$ cat src/rtl/dmem_burst_reader.sv
// Burst fetch front-end for the 8-wide data memory: walks line addresses,
// captures each 256-bit line and serialises it onto a 32-bit valid/ready stream.
module dmem_burst_reader #(
  parameter int data_width  = 32,
  parameter int addr_width  = 15,
  parameter int count_width = 16
) (
  input  logic                      i_CLK,
  input  logic                      i_RST,
  input  logic                      i_REQ_VALID,
  output logic                      o_REQ_READY,
  input  logic [addr_width-1:0]     i_REQ_ADDR,
  input  logic [count_width-1:0]    i_REQ_COUNT,
  output logic [addr_width-1:0]     o_MEM_ADDR,
  input  logic [8*data_width-1:0]   i_MEM_DATA,
  output logic [data_width-1:0]     o_DATA,
  output logic                      o_VALID,
  input  logic                      i_READY,
  output logic                      o_LAST,
  output logic                      o_DONE
);
  localparam int LINE_WORDS = 8;

  typedef enum logic [2:0] {S_IDLE, S_ADDR, S_CAPTURE, S_DRAIN, S_FINISH} state_t;

  state_t                          state_q, state_d;
  logic [addr_width-1:0]           addr_q, addr_d;
  logic [count_width-1:0]          rem_q, rem_d;
  logic [2:0]                      idx_q, idx_d;
  logic [3:0]                      len_q, len_d;
  logic [LINE_WORDS*data_width-1:0] line_q, line_d;
  logic [data_width-1:0]           data_q, data_d;
  logic                            valid_q, valid_d;
  logic                            last_q, last_d;
  logic                            done_q, done_d;
  logic                            ready_q, ready_d;

  logic [data_width-1:0]           line_words [LINE_WORDS];
  logic [3:0]                      idx_inc;
  logic [count_width-1:0]          rem_dec;

  for (genvar gi = 0; gi < LINE_WORDS; gi++) begin : g_words
    assign line_words[gi] = line_q[gi*data_width +: data_width];
  end

  assign idx_inc = {1'b0, idx_q} + 4'd1;
  // Gated decrement keeps the remaining count from wrapping below zero.
  assign rem_dec = (rem_q != '0) ? rem_q - count_width'(1) : rem_q;

  always_ff @(posedge i_CLK or posedge i_RST) begin
    if (i_RST) begin
      state_q <= S_IDLE;
      addr_q  <= '0;
      rem_q   <= '0;
      idx_q   <= '0;
      len_q   <= '0;
      line_q  <= '0;
      data_q  <= '0;
      valid_q <= 1'b0;
      last_q  <= 1'b0;
      done_q  <= 1'b0;
      ready_q <= 1'b1;
    end else begin
      state_q <= state_d;
      addr_q  <= addr_d;
      rem_q   <= rem_d;
      idx_q   <= idx_d;
      len_q   <= len_d;
      line_q  <= line_d;
      data_q  <= data_d;
      valid_q <= valid_d;
      last_q  <= last_d;
      done_q  <= done_d;
      ready_q <= ready_d;
    end
  end

  always_comb begin
    state_d = state_q;
    addr_d  = addr_q;
    rem_d   = rem_q;
    idx_d   = idx_q;
    len_d   = len_q;
    line_d  = line_q;
    data_d  = data_q;
    valid_d = valid_q;
    last_d  = last_q;
    done_d  = 1'b0;
    case (state_q)
      S_IDLE: begin
        if (i_REQ_VALID && ready_q) begin
          rem_d  = i_REQ_COUNT;
          addr_d = i_REQ_ADDR;
          if (i_REQ_COUNT == '0) begin
            state_d = S_FINISH;
            done_d  = 1'b1;
          end else begin
            state_d = S_ADDR;
          end
        end
      end
      S_ADDR: state_d = S_CAPTURE;
      S_CAPTURE: begin
        line_d  = i_MEM_DATA;
        idx_d   = '0;
        len_d   = (rem_q >= count_width'(LINE_WORDS)) ? 4'd8 : rem_q[3:0];
        data_d  = i_MEM_DATA[data_width-1:0];
        valid_d = 1'b1;
        last_d  = (rem_q == count_width'(1));
        state_d = S_DRAIN;
      end
      S_DRAIN: begin
        if (valid_q && i_READY) begin
          rem_d = rem_dec;
          idx_d = idx_inc[2:0];
          if (idx_inc == len_q) begin
            valid_d = 1'b0;
            last_d  = 1'b0;
            if (rem_dec == '0) begin
              state_d = S_FINISH;
              done_d  = 1'b1;
            end else begin
              addr_d  = addr_q + addr_width'(LINE_WORDS);
              state_d = S_ADDR;
            end
          end else begin
            data_d = line_words[idx_inc[2:0]];
            last_d = (rem_dec == count_width'(1));
          end
        end
      end
      S_FINISH: state_d = S_IDLE;
      default:  state_d = S_IDLE;
    endcase
    ready_d = (state_d == S_IDLE);
  end

  assign o_REQ_READY = ready_q;
  assign o_MEM_ADDR  = addr_q;
  assign o_DATA      = data_q;
  assign o_VALID     = valid_q;
  assign o_LAST      = last_q;
  assign o_DONE      = done_q;

endmodule

$ cat config.mk
export PLATFORM = sky130hd
export DESIGN_NAME = dmem_burst_reader
export DESIGN_NICKNAME = d
export VERILOG_FILES = /design/src/rtl/dmem_burst_reader.sv
export SDC_FILE = /design/constraint.sdc
export NUM_CORES = 1
export LEC_CHECK = 0
export CELL_PAD_IN_SITES_DETAIL_PLACEMENT = 2
export CELL_PAD_IN_SITES_GLOBAL_PLACEMENT = 2
export CORE_ASPECT_RATIO = 1.2
export CORE_UTILIZATION = 34
export CTS_BUF_LIST = sky130_fd_sc_hd__clkbuf_8
export DETAILED_ROUTE_END_ITERATION = 12
export GPL_TIMING_DRIVEN = 0
export PLACE_DENSITY_LB_ADDON = 0.2
export SKIP_LAST_GASP = 1
export SLEW_MARGIN = 20
export SYNTH_ARGS = -nofsm -noshare
export SYNTH_HDL_FRONTEND = slang
export SYNTH_SLANG_ARGS = --single-unit
$ cat constraint.sdc
create_clock -name i_CLK -period 35.7 [get_ports i_CLK]
set_clock_uncertainty 0.1 [all_clocks]
set_input_delay 7.14 -clock i_CLK [delete_from_list [all_inputs] [get_ports i_CLK]]
set_output_delay 7.14 -clock i_CLK [all_outputs]
set_load 0.03 [all_outputs]
==> summary.md, run 1 <==
| Metric | Value |
|---|---|
| Vias per std cell | 5.329 |
| Least-Margin Pin Slew | 1070 ps |
| Static leakage | 9.692 nW |
| CTS tree | built |
| Placer's final routability congestion estimate | 0.8806 |
| Final core utilization | 46.29% |
| Share of power burned in combinational logic | 47.9% |
| Port-buffer cells | 341 |
| Sequence of cells on the critical path | clkdlybuf4s50_1 > and2_1 > clkbuf_1 > a21oi_1 > clkbuf_1 > o21ai_0 |
| Placed Instances | around 2700 |
| Per-instance average area after synthesis | 9.054 um^2 |
| Post-layout minimum cycle time | 9116 ps |
| Peak VDD IR | 35.91 uV |
| Count of flip-flops with a built-in enable after synthesis | 0 |
| Unrepaired setup endpoints after global routing | no |
| Wire length of the first global-routing pass | 105400 um |
| Start point of the worst min-delay path | line_q[244]$_DFFE_PP0N_ |
| # hold bufs at CTS | 0 |
| Placed cell area | ~20000 um^2 |
| Clk network pwr share | 17.8% |
| Destination of the worst hold path | line_q[244]$_DFFE_PP0N_ |
| Pin count of the biggest net entering global routing | about 100 |
| Via count of the first global-routing pass | 17350 |
| Crit share post-route | approximately 26% |
| Clock-pin slew of the registers on the worst-case setup and hold paths | 60 ps |
| Setup slack at placement | 25950 ps |
| Deepest level of the CTS H-tree | 2 |
| Number of nets with antenna violations after routing | 0 |
| Switching power as a share of total power | 42.59% |
| Worst path slowest cell | sky130_fd_sc_hd__a21oi_1 |
| Clk buf depth | 3 |
| Overall die width | 198.8 um |
| Arrival time of data at the critical path endpoint | between 9000 and 10000 ps |
| Post_cts resized | 0 |
| Design Power | 2.025 mW |
| Aggregate global-route resource usage | around 30% |
| Async set-reset flop share out of synthesis | 100.0% |
| Filler-free cell count of the finished design | 2817 |
| Number of fill cells | 5015 |
| Dominant synthesized flop cell | sky130_fd_sc_hd__dfrtp_1 |
| YS warnings | 0 |
| Post-Synthesis Cells | 1746 |
| Initial antenna violation count | 10 |
| Hold WC Path Type | reg2reg |
| Sequential-to-total area share from yosys stat | 52.72% |
| Inserted Clock Buffers | 57 |
| Total negative setup slack | 0 ps |
| Initial Utilization | 34.41% |
| Fraction of final layout cells sized beyond drive strength 1 | 8.064% |
| Routed via count | approximately 15000 |
| Nature of the critical path endpoint | register |
| Syn nets | 2043 |
| Die span in y | 238.2 um |
| Int Power | 1.163 mW |
| Family with the most delay on the worst path | buffers and inverters |
| Number of max-capacitance violations reported | 0 |
| Drt drc | 0 |
| Distinct cells, synth | 59 |
| Result of the run | complete, no violations |
| Minimum setup slack in the final design | 26580 ps |
| DRT Wirelength | 70180 um |
| Proportion of power drawn by flip-flops and latches | 34.4% |
| Most frequent cell on the critical path | sky130_fd_sc_hd__clkbuf_1 |
| DPL Wire Length | 51420 um |
| Kind of start point of the critical path | input port |
| DR WL/cell | 24.91 um |
| Power per standard cell area | approximately 95 nW/um^2 |
| Final-layout worst hold slack | 370.2 ps |
| Start-to-end type of the worst setup path | in2reg |
| I/O Pins | between 300 and 400 |
| Highest attainable clock frequency | 109.7 MHz |
| CP bufs+invs | 3 |
| Setup Viol. Count Final | 0 |
| Number of nets in the finished design | 2446 |
| Residual overflow from global routing | 0 |
| Floorplan core area | 45950 um^2 |
| Delay contributed by the slowest stage of the critical path | approximately 860 ps |
| Buffer type at the clock tree root | sky130_fd_sc_hd__clkbuf_8 |
| Pins over their slew limit | 0 |
| Area of the mapped netlist | 15810 um^2 |
| Number of DRC violations after detailed-routing iteration 0 | roughly 660 |
| Reg-to-reg slack, setup | 31500 ps |
| Die area | 47370 um^2 |
| Finished Cell Area | 21270 um^2 |
| Net Switching | 0.8626 mW |
| CP Data Required Time | ~36000 ps |
| Tightest slew margin relative to the limit | 27.98% |
| # Post-CTS Setup Buffers | 0 |
| Layout overhead on the synthesized area | 34.54% |
| Final hold vios | 0 |
| Max Fanout on Critical Path | 10 |
| Number of cell instances on the worst register-to-register path | 13 |
| Critical R2R Capture | o_MEM_ADDR[12]$_DFFE_PP0P_ |
| Number of sinks handled by clock tree synthesis | 333 |
| Yosys reg bits | 333 |
| Std cell rows | 86 |
| Total iterations of the first detailed-routing run | 5 |
| Skew-Pair Late Insertion Delay | 670 ps |
| Startpoint of the most critical register-to-register path | rem_q[0]$_DFFE_PP0P_ |
| Number of instances on the worst hold path | 2 |
[per-layer routing]
| metal | GRT usage, % | routed length (um) | share of wire, % |
|---|---|---|---|
| met3 | 4.367 | 2725 | 3.9 |
| met4 | 17.11 | 3954 | 5.6 |
| met2 | 54.10 | 36560 | 52 |
| met5 | 0 | 47 | 0.067 |
| met1 | 34.56 | 26890 | 38 |
[state kept, by name, summed over array words and instances (netlist names)]
signal	cells
line_q	256
o_DATA	32
rem_q	16
o_MEM_ADDR	15
len_q	4
idx_q	3
state_q	3
o_DONE	1
o_LAST	1
o_REQ_READY	1
o_VALID	1
[final cells by class]
type | count | area (um^2) | share of cell area, %
Antenna cell | 6 | 15.01 | 0.07059
Buffer | 116 | 485.5 | 2.282
Clock buffer | 72 | 991.0 | 4.659
Clock inverter | 33 | 177.7 | 0.8353
Inverter | 5 | 26.28 | 0.1235
Multi-Input combinational cell | 1292 | 6973 | 32.78
Sequential cell | 333 | 8334 | 39.18
Tap cell | 616 | 770.7 | 3.624
Timing Repair Buffer | 344 | 3496 | 16.44
[worst min-delay path, stage by stage (launching register included)]
cell                      delay (ps)
sky130_fd_sc_hd__dfrtp_1         340
sky130_fd_sc_hd__nand2_1          50
sky130_fd_sc_hd__nand2_1          50
[synthesized netlist by cell type (4+ instances only)]
cell                         n  share of area [%]
sky130_fd_sc_hd__a31oi_1     7               0.28
sky130_fd_sc_hd__a21oi_1    65                2.1
sky130_fd_sc_hd__a22oi_1     4               0.19
sky130_fd_sc_hd__o22ai_1     8               0.32
sky130_fd_sc_hd__dfrtp_1   332                 53
sky130_fd_sc_hd__nor4_1     15               0.59
sky130_fd_sc_hd__buf_1      17               0.40
sky130_fd_sc_hd__nand4_1     6               0.24
sky130_fd_sc_hd__mux2i_1    34                2.2
sky130_fd_sc_hd__and3_1      4               0.16
sky130_fd_sc_hd__o21ai_0    66                2.1
sky130_fd_sc_hd__clkbuf_1   93                2.2
sky130_fd_sc_hd__ha_1        6               0.47
sky130_fd_sc_hd__nand2_1   851                 20
sky130_fd_sc_hd__xor2_1      4               0.22
sky130_fd_sc_hd__nand3_1     7               0.22
sky130_fd_sc_hd__nor2_1     72                1.7
sky130_fd_sc_hd__buf_6       4               0.28
sky130_fd_sc_hd__a22o_1      7               0.39
sky130_fd_sc_hd__nor3_1     13               0.41
sky130_fd_sc_hd__mux4_2     64                9.1
sky130_fd_sc_hd__o32a_1      7               0.44
sky130_fd_sc_hd__inv_1       5               0.12
[how the worst max path moves through the flow]
| stage | from | depth (start not counted) | slack [ps] | end |
|---|---|---|---|---|
| final | i_READY | 6 | 26580 | rem_q[4]$_DFFE_PP0P_ |
| after global routing | i_READY | 6 | 26490 | rem_q[4]$_DFFE_PP0P_ |
| after CTS | o_REQ_READY$_DFF_PP1_ | 1 | 26550 | o_REQ_READY |
| after detailed placement | i_READY | 6 | 25950 | rem_q[8]$_DFFE_PP0P_ |
| after global placement | i_RST | 2 | 14480 | line_q[223]$_DFFE_PP0N_ |
| after floorplan | i_RST | 1 | 19240 | idx_q[0]$_DFFE_PP0P_ |
[layout by cell type, fill, tap and decap left out, drive strengths merged, types with 16 or more instances in the layout]
cell           synthesis  routed
nand2                851     851
clkdlybuf4s50          0     341
dfrtp                332     332
clkbuf                94     168
nor2                  72      72
o21ai                 68      68
a21oi                 65      65
mux4                  64      64
mux2i                 34      34
inv                    5      25
buf                   22      23
nor4                  16      16
[cells by family after synthesis]
group                      Yosys count  share of synthesized area (%)
AOI/OAI and AO/OA                  186                          6.957
xor gates and xnor gates             6                         0.3324
adders and majority gates            6                         0.4749
buffers and inverters              121                          3.174
DFF                                333                          52.72
muxes                              101                          11.48
and+or+nand+nor                    993                          24.86
[power groups by stage]
stage          combinational [mW]  sequential [mW]  clock, mW
4_1_cts                     0.980            0.695      0.369
6_report                    0.970            0.696      0.360
3_3_place_gp                0.915            0.683          0
2_1_floorplan               0.590            0.694          0
3_5_place_dp                0.964            0.698          0
5_1_grt                      1.06            0.716      0.383
Note: power is estimated with default switching activity, not from simulation.
==> inputs of run 2 (changes only) <==
--- a/config.mk
+++ b/config.mk
@@ -8,7 +8,7 @@
 export CELL_PAD_IN_SITES_DETAIL_PLACEMENT = 2
 export CELL_PAD_IN_SITES_GLOBAL_PLACEMENT = 2
 export CORE_ASPECT_RATIO = 1.2
-export CORE_UTILIZATION = 34
+export CORE_UTILIZATION = 29
 export CTS_BUF_LIST = sky130_fd_sc_hd__clkbuf_8
 export DETAILED_ROUTE_END_ITERATION = 12
 export GPL_TIMING_DRIVEN = 0
==> constraint.sdc (replaced) <==
create_clock -name i_CLK -period 8.1 [get_ports i_CLK]
set_clock_uncertainty 0.1 [all_clocks]
set_input_delay 1.62 -clock i_CLK [delete_from_list [all_inputs] [get_ports i_CLK]]
set_output_delay 1.62 -clock i_CLK [all_outputs]
set_load 0.03 [all_outputs]
==> summary.md, run 2 (synthesis results as in run 1) <==
| Metric | Value |
|---|---|
| Result of the run | complete, no violations (unchanged) |
| Start-to-end type of the worst setup path | reg2reg (was in2reg) |
| CTS tree | built (unchanged) |
| Finished Cell Area | 21580 um^2 (was 21270 um^2) |
| Hold WC Path Type | reg2reg (unchanged) |
| Placed cell area | 20370 um^2 (was 20080 um^2) |
| Initial Utilization | 29.41% (was 34.41%) |
| Most frequent cells in the layout | 851 x sky130_fd_sc_hd__nand2_1, 341 x sky130_fd_sc_hd__clkdlybuf4s50_1, 332 x sky130_fd_sc_hd__dfrtp_1 (unchanged) |
| Pins over their slew limit | 0 (unchanged) |
| I/O Pins | 342 (unchanged) |
| Drt drc | 0 (unchanged) |
| Port-buffer cells | 341 (unchanged) |
| Arrival time of data at the critical path endpoint | 4810 ps (was 9510 ps) |
| Total iterations of the first detailed-routing run | 5 (unchanged) |
| Clk network pwr share | 18.1% (was 17.8%) |
| Minimum setup slack in the final design | 3742 ps (was 26580 ps) |
| Max Fanout on Critical Path | 9 (was 10) |
| Highest attainable clock frequency | 229.4 MHz |
| Floorplan core area | 53760 um^2 (was 45950 um^2) |
| Routed via count | 14830 (was 15010) |
| Number of fill cells | 5999 (was 5015) |
| Die area | 55460 um^2 (was 47370 um^2) |
| Residual overflow from global routing | 0 (unchanged) |
| Switching power as a share of total power | 42.08% (was 42.59%) |
| Aggregate global-route resource usage | 25.99% (was 30.36%) |
| Largest reg by FF count | line_q (unchanged) |
| Share of power burned in combinational logic | 47.5% (was 47.9%) |
| Unrepaired setup endpoints after global routing | no (unchanged) |
| Largest register FFs | 256 (unchanged) |
| Number of sinks handled by clock tree synthesis | 333 (unchanged) |
| # Post-CTS Setup Buffers | 0 (unchanged) |
| Kind of start point of the critical path | register (was input port) |
| Number of nets in the finished design | 2458 (was 2446) |
| Overall die width | 215.1 um (was 198.8 um) |
| Vias per std cell | 5.075 (was 5.329) |
| DR WL/cell | 24.44 um (was 24.91 um) |
| Worst path slowest cell | sky130_fd_sc_hd__nor4b_2 (was sky130_fd_sc_hd__a21oi_1) |
| Clock-pin slew of the registers on the worst-case setup and hold paths | 80 ps (was 60 ps) |
| Wire length of the first global-routing pass | 106900 um (was 105400 um) |
| Initial antenna violation count | 4 (was 10) |
| Placer's final routability congestion estimate | 0.8753 (was 0.8806) |
| Post_cts resized | 0 (unchanged) |
| Final hold vios | 0 (unchanged) |
| Pin count of the biggest net entering global routing | 33 (was 102) |
| Post-layout minimum cycle time | 4358 ps |
| Most frequent standard cell in the layout excluding fill and tap cells | sky130_fd_sc_hd__nand2_1 (unchanged) |
| Number of max-capacitance violations reported | 0 (unchanged) |
| Std cell rows | 93 (was 86) |
| Peak VDD IR | 134.7 uV (was 35.91 uV) |
| Reg-to-reg slack, setup | 3740 ps (was 31500 ps) |
| Delay contributed by the slowest stage of the critical path | 620 ps (was 860 ps) |
| Proportion of power drawn by flip-flops and latches | 34.4% (about the same) |
| Skew-Pair Late Insertion Delay | 670 ps (about the same) |
| Least-Margin Pin Slew | 1042 ps (was 1070 ps) |
| Layout overhead on the synthesized area | 36.48% (was 34.54%) |
| DPL Wire Length | 53120 um (was 51420 um) |
| Setup slack at placement | 3758 ps (was 25950 ps) |
| Number of nets with antenna violations after routing | 0 (unchanged) |
| Clk buf depth | 3 (unchanged) |
| Inserted Clock Buffers | 60 (was 57) |
| Final core utilization | 40.13% (was 46.29%) |
| Setup Viol. Count Final | 0 (unchanged) |
| Sequence of cells on the critical path | clkbuf_1 > inv_1 > ha_1 > nor4b_2 > nand4_1 > a22oi_1 > o2111ai_1 > a2111oi_2 > and3_1 > buf_6 > o21a_4 > mux2_2 (was clkdlybuf4s50_1 > and2_1 > clkbuf_1 > a21oi_1 > clkbuf_1 > o21ai_0) |
| Int Power | 5.141 mW (was 1.163 mW) |
| Buffer type at the clock tree root | sky130_fd_sc_hd__clkbuf_8 (unchanged) |
| Die span in y | 257.8 um (was 238.2 um) |
| Deepest level of the CTS H-tree | 2 (unchanged) |
| CP Data Required Time | 8550 ps (was 36100 ps) |
| DRT Wirelength | 71420 um (was 70180 um) |
| Tightest slew margin relative to the limit | 30.54% (was 27.98%) |
| Static leakage | 9.798 nW (was 9.692 nW) |
| Via count of the first global-routing pass | 17000 (was 17350) |
| Fraction of final layout cells sized beyond drive strength 1 | 8.514% (was 8.064%) |
| Number of DRC violations after detailed-routing iteration 0 | 772 (was 664) |
| Nature of the critical path endpoint | register (unchanged) |
| Net Switching | 3.736 mW (was 0.8626 mW) |
| Crit share post-route | 53.81% |
| Power per standard cell area | 411.4 nW/um^2 (was 95.22 nW/um^2) |
| # hold bufs at CTS | 0 (unchanged) |
-- run 2: final timing paths --
kind / cells past startpoint / startpoint / to
worst min-delay path: 2 / line_q[139]$_DFFE_PP0N_ / line_q[139]$_DFFE_PP0N_
worst min register to register: 2 / line_q[139]$_DFFE_PP0N_ / line_q[139]$_DFFE_PP0N_
worst max register to register: 12 / rem_q[0]$_DFFE_PP0P_ / o_MEM_ADDR[4]$_DFFE_PP0P_
max in group asynchronous: 8 / i_RST / line_q[223]$_DFFE_PP0N_
worst max-delay path: 12 / rem_q[0]$_DFFE_PP0P_ / o_MEM_ADDR[4]$_DFFE_PP0P_
min in group asynchronous: 2 / i_RST / rem_q[8]$_DFFE_PP0P_
-- run 2: worst max-delay path, delay by kind of cell (launching register included) --
| kind | cells | cell delay [ps] |
|---|---|---|
| buffers and inverters | 3 | 590 |
| AND/OR/NAND/NOR | 3 | 1390 |
| multiplexers | 1 | 330 |
| AO/OA/AOI/OAI | 4 | 1210 |
| adder cells (fa/ha/maj) | 1 | 200 |
| flip-flops | 1 | 390 |
-- run 2: per-layer routing --
layer  vias up  track usage [%]  routed length (um)
li1       6607                -                   -
met1      7697            30.27               28440
met2       390            47.50               37370
met3       131            3.922                2713
met4         4            10.52                2873
met5         -                0                  18
-- run 2: layout make-up --
type	instances	area [um^2]	share of cell area, %
sequential	333	8334	38.63
multi-input combinational	1292	6979	32.35
timing repair buffer	353	3669	17.00
clock buffer	76	1046	4.848
tap	712	890.9	4.129
buffer	116	486.7	2.256
clock inverter	33	142.6	0.6611
inverter	5	22.52	0.1044
antenna	2	5.005	0.02320
-- run 2: through the flow --
step | std cells | setup TNS, ps | hold slack [ps] | power [mW]
finish | 2922 | 0 | 373.1 | 8.877
floorplan | 1746 | 0 | 340.3 | 5.661
global route | 2922 | 0 | 402.5 | 9.500
global placement | 2799 | -268860 | 352.5 | 7.092
CTS | 2920 | 0 | 376.5 | 9.000
detailed placement | 2811 | 0 | 362.2 | 7.327
-- run 2: power by group through the flow --
stage	registers, mW	logic (mW)	clock network [mW]
floorplan	3.06	2.60	0
global placement	3.02	4.07	0
detailed placement	3.07	4.26	0
CTS	3.05	4.29	1.65
global route	3.15	4.63	1.72
finish	3.06	4.22	1.61
==> inputs of run 3 (changes only) <==
--- a/config.mk
+++ b/config.mk
@@ -8,7 +8,7 @@
 export CELL_PAD_IN_SITES_DETAIL_PLACEMENT = 2
 export CELL_PAD_IN_SITES_GLOBAL_PLACEMENT = 2
 export CORE_ASPECT_RATIO = 1.2
-export CORE_UTILIZATION = 29
+export CORE_UTILIZATION = 32
 export CTS_BUF_LIST = sky130_fd_sc_hd__clkbuf_8
 export DETAILED_ROUTE_END_ITERATION = 12
 export GPL_TIMING_DRIVEN = 0
==> constraint.sdc (replaced) <==
create_clock -name i_CLK -period 4.44 [get_ports i_CLK]
set_clock_uncertainty 0.1 [all_clocks]
set_input_delay 0.888 -clock i_CLK [delete_from_list [all_inputs] [get_ports i_CLK]]
set_output_delay 0.888 -clock i_CLK [all_outputs]
set_load 0.03 [all_outputs]
==> summary.md, run 3 (synthesis results as in run 1) <==
| Metric | Value |
|---|---|
| Clock-pin slew of the registers on the worst-case setup and hold paths | 60 ps (was 80 ps) |
| CP Data Required Time | 4880 ps (was 8550 ps) |
| Setup slack at placement | 300.6 ps (was 3758 ps) |
| Number of fill cells | 5338 (was 5999) |
| Crit share post-route | 94.33% (was 53.81%) |
| Die area | 50300 um^2 (was 55460 um^2) |
| Arrival time of data at the critical path endpoint | 4630 ps (was 4810 ps) |
| Initial antenna violation count | 8 (was 4) |
| Clk network pwr share | 17.9% (was 18.1%) |
| Pin count of the biggest net entering global routing | 31 (was 33) |
| Int Power | 9.392 mW (was 5.141 mW) |
| Power per standard cell area | 757.1 nW/um^2 (was 411.4 nW/um^2) |
| Skew-Pair Late Insertion Delay | 660 ps (was 670 ps) |
| Share of power burned in combinational logic | 47.8% (was 47.5%) |
| Final core utilization | 44.35% (was 40.13%) |
| DRT Wirelength | 70730 um (was 71420 um) |
| Port-buffer cells | 341 (unchanged) |
| Post_cts resized | 0 (unchanged) |
| Clk buf depth | 3 (unchanged) |
| Kind of start point of the critical path | register (unchanged) |
| CTS tree | built (unchanged) |
| Finished Cell Area | 21480 um^2 (was 21580 um^2) |
| Number of max-capacitance violations reported | 0 (unchanged) |
| Result of the run | complete, no violations (unchanged) |
| Least-Margin Pin Slew | 1046 ps (was 1042 ps) |
| # hold bufs at CTS | 0 (unchanged) |
| Number of DRC violations after detailed-routing iteration 0 | 619 (was 772) |
| Total iterations of the first detailed-routing run | 4 (was 5) |
| Filler-free cell count of the finished design | 2840 (was 2922) |
| I/O Pins | 342 (unchanged) |
| Buffer type at the clock tree root | sky130_fd_sc_hd__clkbuf_8 (unchanged) |
| Hold WC Path Type | reg2reg (unchanged) |
| Overall die width | 204.9 um (was 215.1 um) |
| Proportion of power drawn by flip-flops and latches | 34.3% (was 34.4%) |
| Pins over their slew limit | 0 (unchanged) |
| Storage cell area | 8334 um^2 (unchanged) |
| Deepest level of the CTS H-tree | 2 (unchanged) |
| Wire length of the first global-routing pass | 106300 um (was 106900 um) |
| Design Power | 16.27 mW (was 8.877 mW) |
| Start-to-end type of the worst setup path | reg2reg (unchanged) |
| Unrepaired setup endpoints after global routing | no (unchanged) |
| DR WL/cell | 24.90 um (was 24.44 um) |
| Layout overhead on the synthesized area | 35.90% (was 36.48%) |
| Static leakage | 9.807 nW (was 9.798 nW) |
| Largest register FFs | 256 (unchanged) |
| Initial Utilization | 32.63% (was 29.41%) |
| Fraction of final layout cells sized beyond drive strength 1 | 8.609% (was 8.514%) |
| Number of nets in the finished design | 2457 (was 2458) |
| Peak VDD IR | 281.4 uV (was 134.7 uV) |
| Inserted Clock Buffers | 58 (was 60) |
| Number of nets with antenna violations after routing | 0 (unchanged) |
| Number of sinks handled by clock tree synthesis | 333 (unchanged) |
| Minimum setup slack in the final design | 251.7 ps (was 3742 ps) |
| Switching power as a share of total power | 42.26% (was 42.08%) |
| Max Fanout on Critical Path | 10 (was 9) |
| Routed via count | 14910 (was 14830) |
| Via count of the first global-routing pass | 17180 (was 17000) |
| Largest reg by FF count | line_q (unchanged) |
| Nature of the critical path endpoint | register (unchanged) |
| Aggregate global-route resource usage | 28.72% (was 25.99%) |
| Tightest slew margin relative to the limit | 30.24% (was 30.54%) |
| Placed Instances | 2730 (was 2811) |
| Residual overflow from global routing | 0 (unchanged) |
| Area occupied by multi-input gates | 6979 um^2 (unchanged) |
| Final hold vios | 0 (unchanged) |
| Vias per std cell | 5.250 (was 5.075) |
| Highest attainable clock frequency | 238.8 MHz (was 229.4 MHz) |
| Setup Viol. Count Final | 0 (unchanged) |
| Most frequent standard cell in the layout excluding fill and tap cells | sky130_fd_sc_hd__nand2_1 (unchanged) |
| # Post-CTS Setup Buffers | 0 (unchanged) |
| Std cell rows | 88 (was 93) |
| Net Switching | 6.874 mW (was 3.736 mW) |
| Most frequent cells in the layout | 851 x sky130_fd_sc_hd__nand2_1, 341 x sky130_fd_sc_hd__clkdlybuf4s50_1, 332 x sky130_fd_sc_hd__dfrtp_1 (unchanged) |
| Drt drc | 0 (unchanged) |
| Placed cell area | 20290 um^2 (was 20370 um^2) |
| Die span in y | 245.5 um (was 257.8 um) |
| Placer's final routability congestion estimate | 0.8783 (was 0.8753) |
| Floorplan core area | 48450 um^2 (was 53760 um^2) |
| Post-layout minimum cycle time | 4188 ps (was 4358 ps) |
| DPL Wire Length | 52190 um (was 53120 um) |
[run 3: layout make-up]
type / count / share of cell area [%]
clock buffers: 77 / 4.933
well taps: 630 / 3.669
clock inverters: 30 / 0.5707
plain buffers: 116 / 2.277
multi-input cells: 1292 / 32.48
inverters: 5 / 0.1048
flip-flops and latches: 333 / 38.79
diodes: 3 / 0.03494
repair buffers: 354 / 17.13
[run 3: final timing paths]
| path | start | endpoint | slack, ps | cells after the start |
|---|---|---|---|---|
| min in group asynchronous | i_RST | rem_q[11]$_DFFE_PP0P_ | 390 | 2 |
| worst min register to register | line_q[138]$_DFFE_PP0N_ | line_q[138]$_DFFE_PP0N_ | 370 | 2 |
| worst max register to register | rem_q[0]$_DFFE_PP0P_ | o_MEM_ADDR[8]$_DFFE_PP0P_ | 250 | 13 |
| worst min-delay path | line_q[138]$_DFFE_PP0N_ | line_q[138]$_DFFE_PP0N_ | 370 | 2 |
| max in group asynchronous | i_RST | line_q[192]$_DFFE_PP0N_ | 2730 | 6 |
| worst max-delay path | rem_q[0]$_DFFE_PP0P_ | o_MEM_ADDR[8]$_DFFE_PP0P_ | 250 | 13 |
[run 3: worst max-delay path, stage by stage, from the launching register on]
cell,delay [ps]
sky130_fd_sc_hd__dfrtp_1,380
sky130_fd_sc_hd__clkbuf_1,240
sky130_fd_sc_hd__inv_1,220
sky130_fd_sc_hd__ha_1,300
sky130_fd_sc_hd__or3b_2,470
sky130_fd_sc_hd__clkbuf_1,190
sky130_fd_sc_hd__nor4_1,630
sky130_fd_sc_hd__xor2_1,190
sky130_fd_sc_hd__nor3_1,480
sky130_fd_sc_hd__and3_1,250
sky130_fd_sc_hd__buf_6,140
sky130_fd_sc_hd__buf_12,130
sky130_fd_sc_hd__nor3_1,50
sky130_fd_sc_hd__o32a_1,290
[run 3: stage by stage]
step	hold WS, ps	TNS (ps)
floorplan	340.3	-330610
global placement	352.7	-1220760
detailed placement	360.9	0
CTS	349.8	0
global route	379.0	0
finish	372.3	0
[run 3: power by group through the flow]
stage | registers (mW) | clock network, mW | logic (mW)
floorplan | 5.58 | 0 | 4.74
global placement | 5.50 | 0 | 7.37
global route | 5.75 | 3.10 | 8.49
detailed placement | 5.61 | 0 | 7.78
CTS | 5.58 | 2.97 | 7.88
finish | 5.58 | 2.91 | 7.78
[run 3: layer usage]
layer | global-route usage (%) | vias to the layer above | routed length (um)
met5 | 0 | - | 73
met4 | 11.29 | 10 | 2656
met3 | 4.519 | 135 | 3145
met2 | 51.95 | 416 | 37050
met1 | 33.69 | 7728 | 27800
li1 | - | 6621 | -
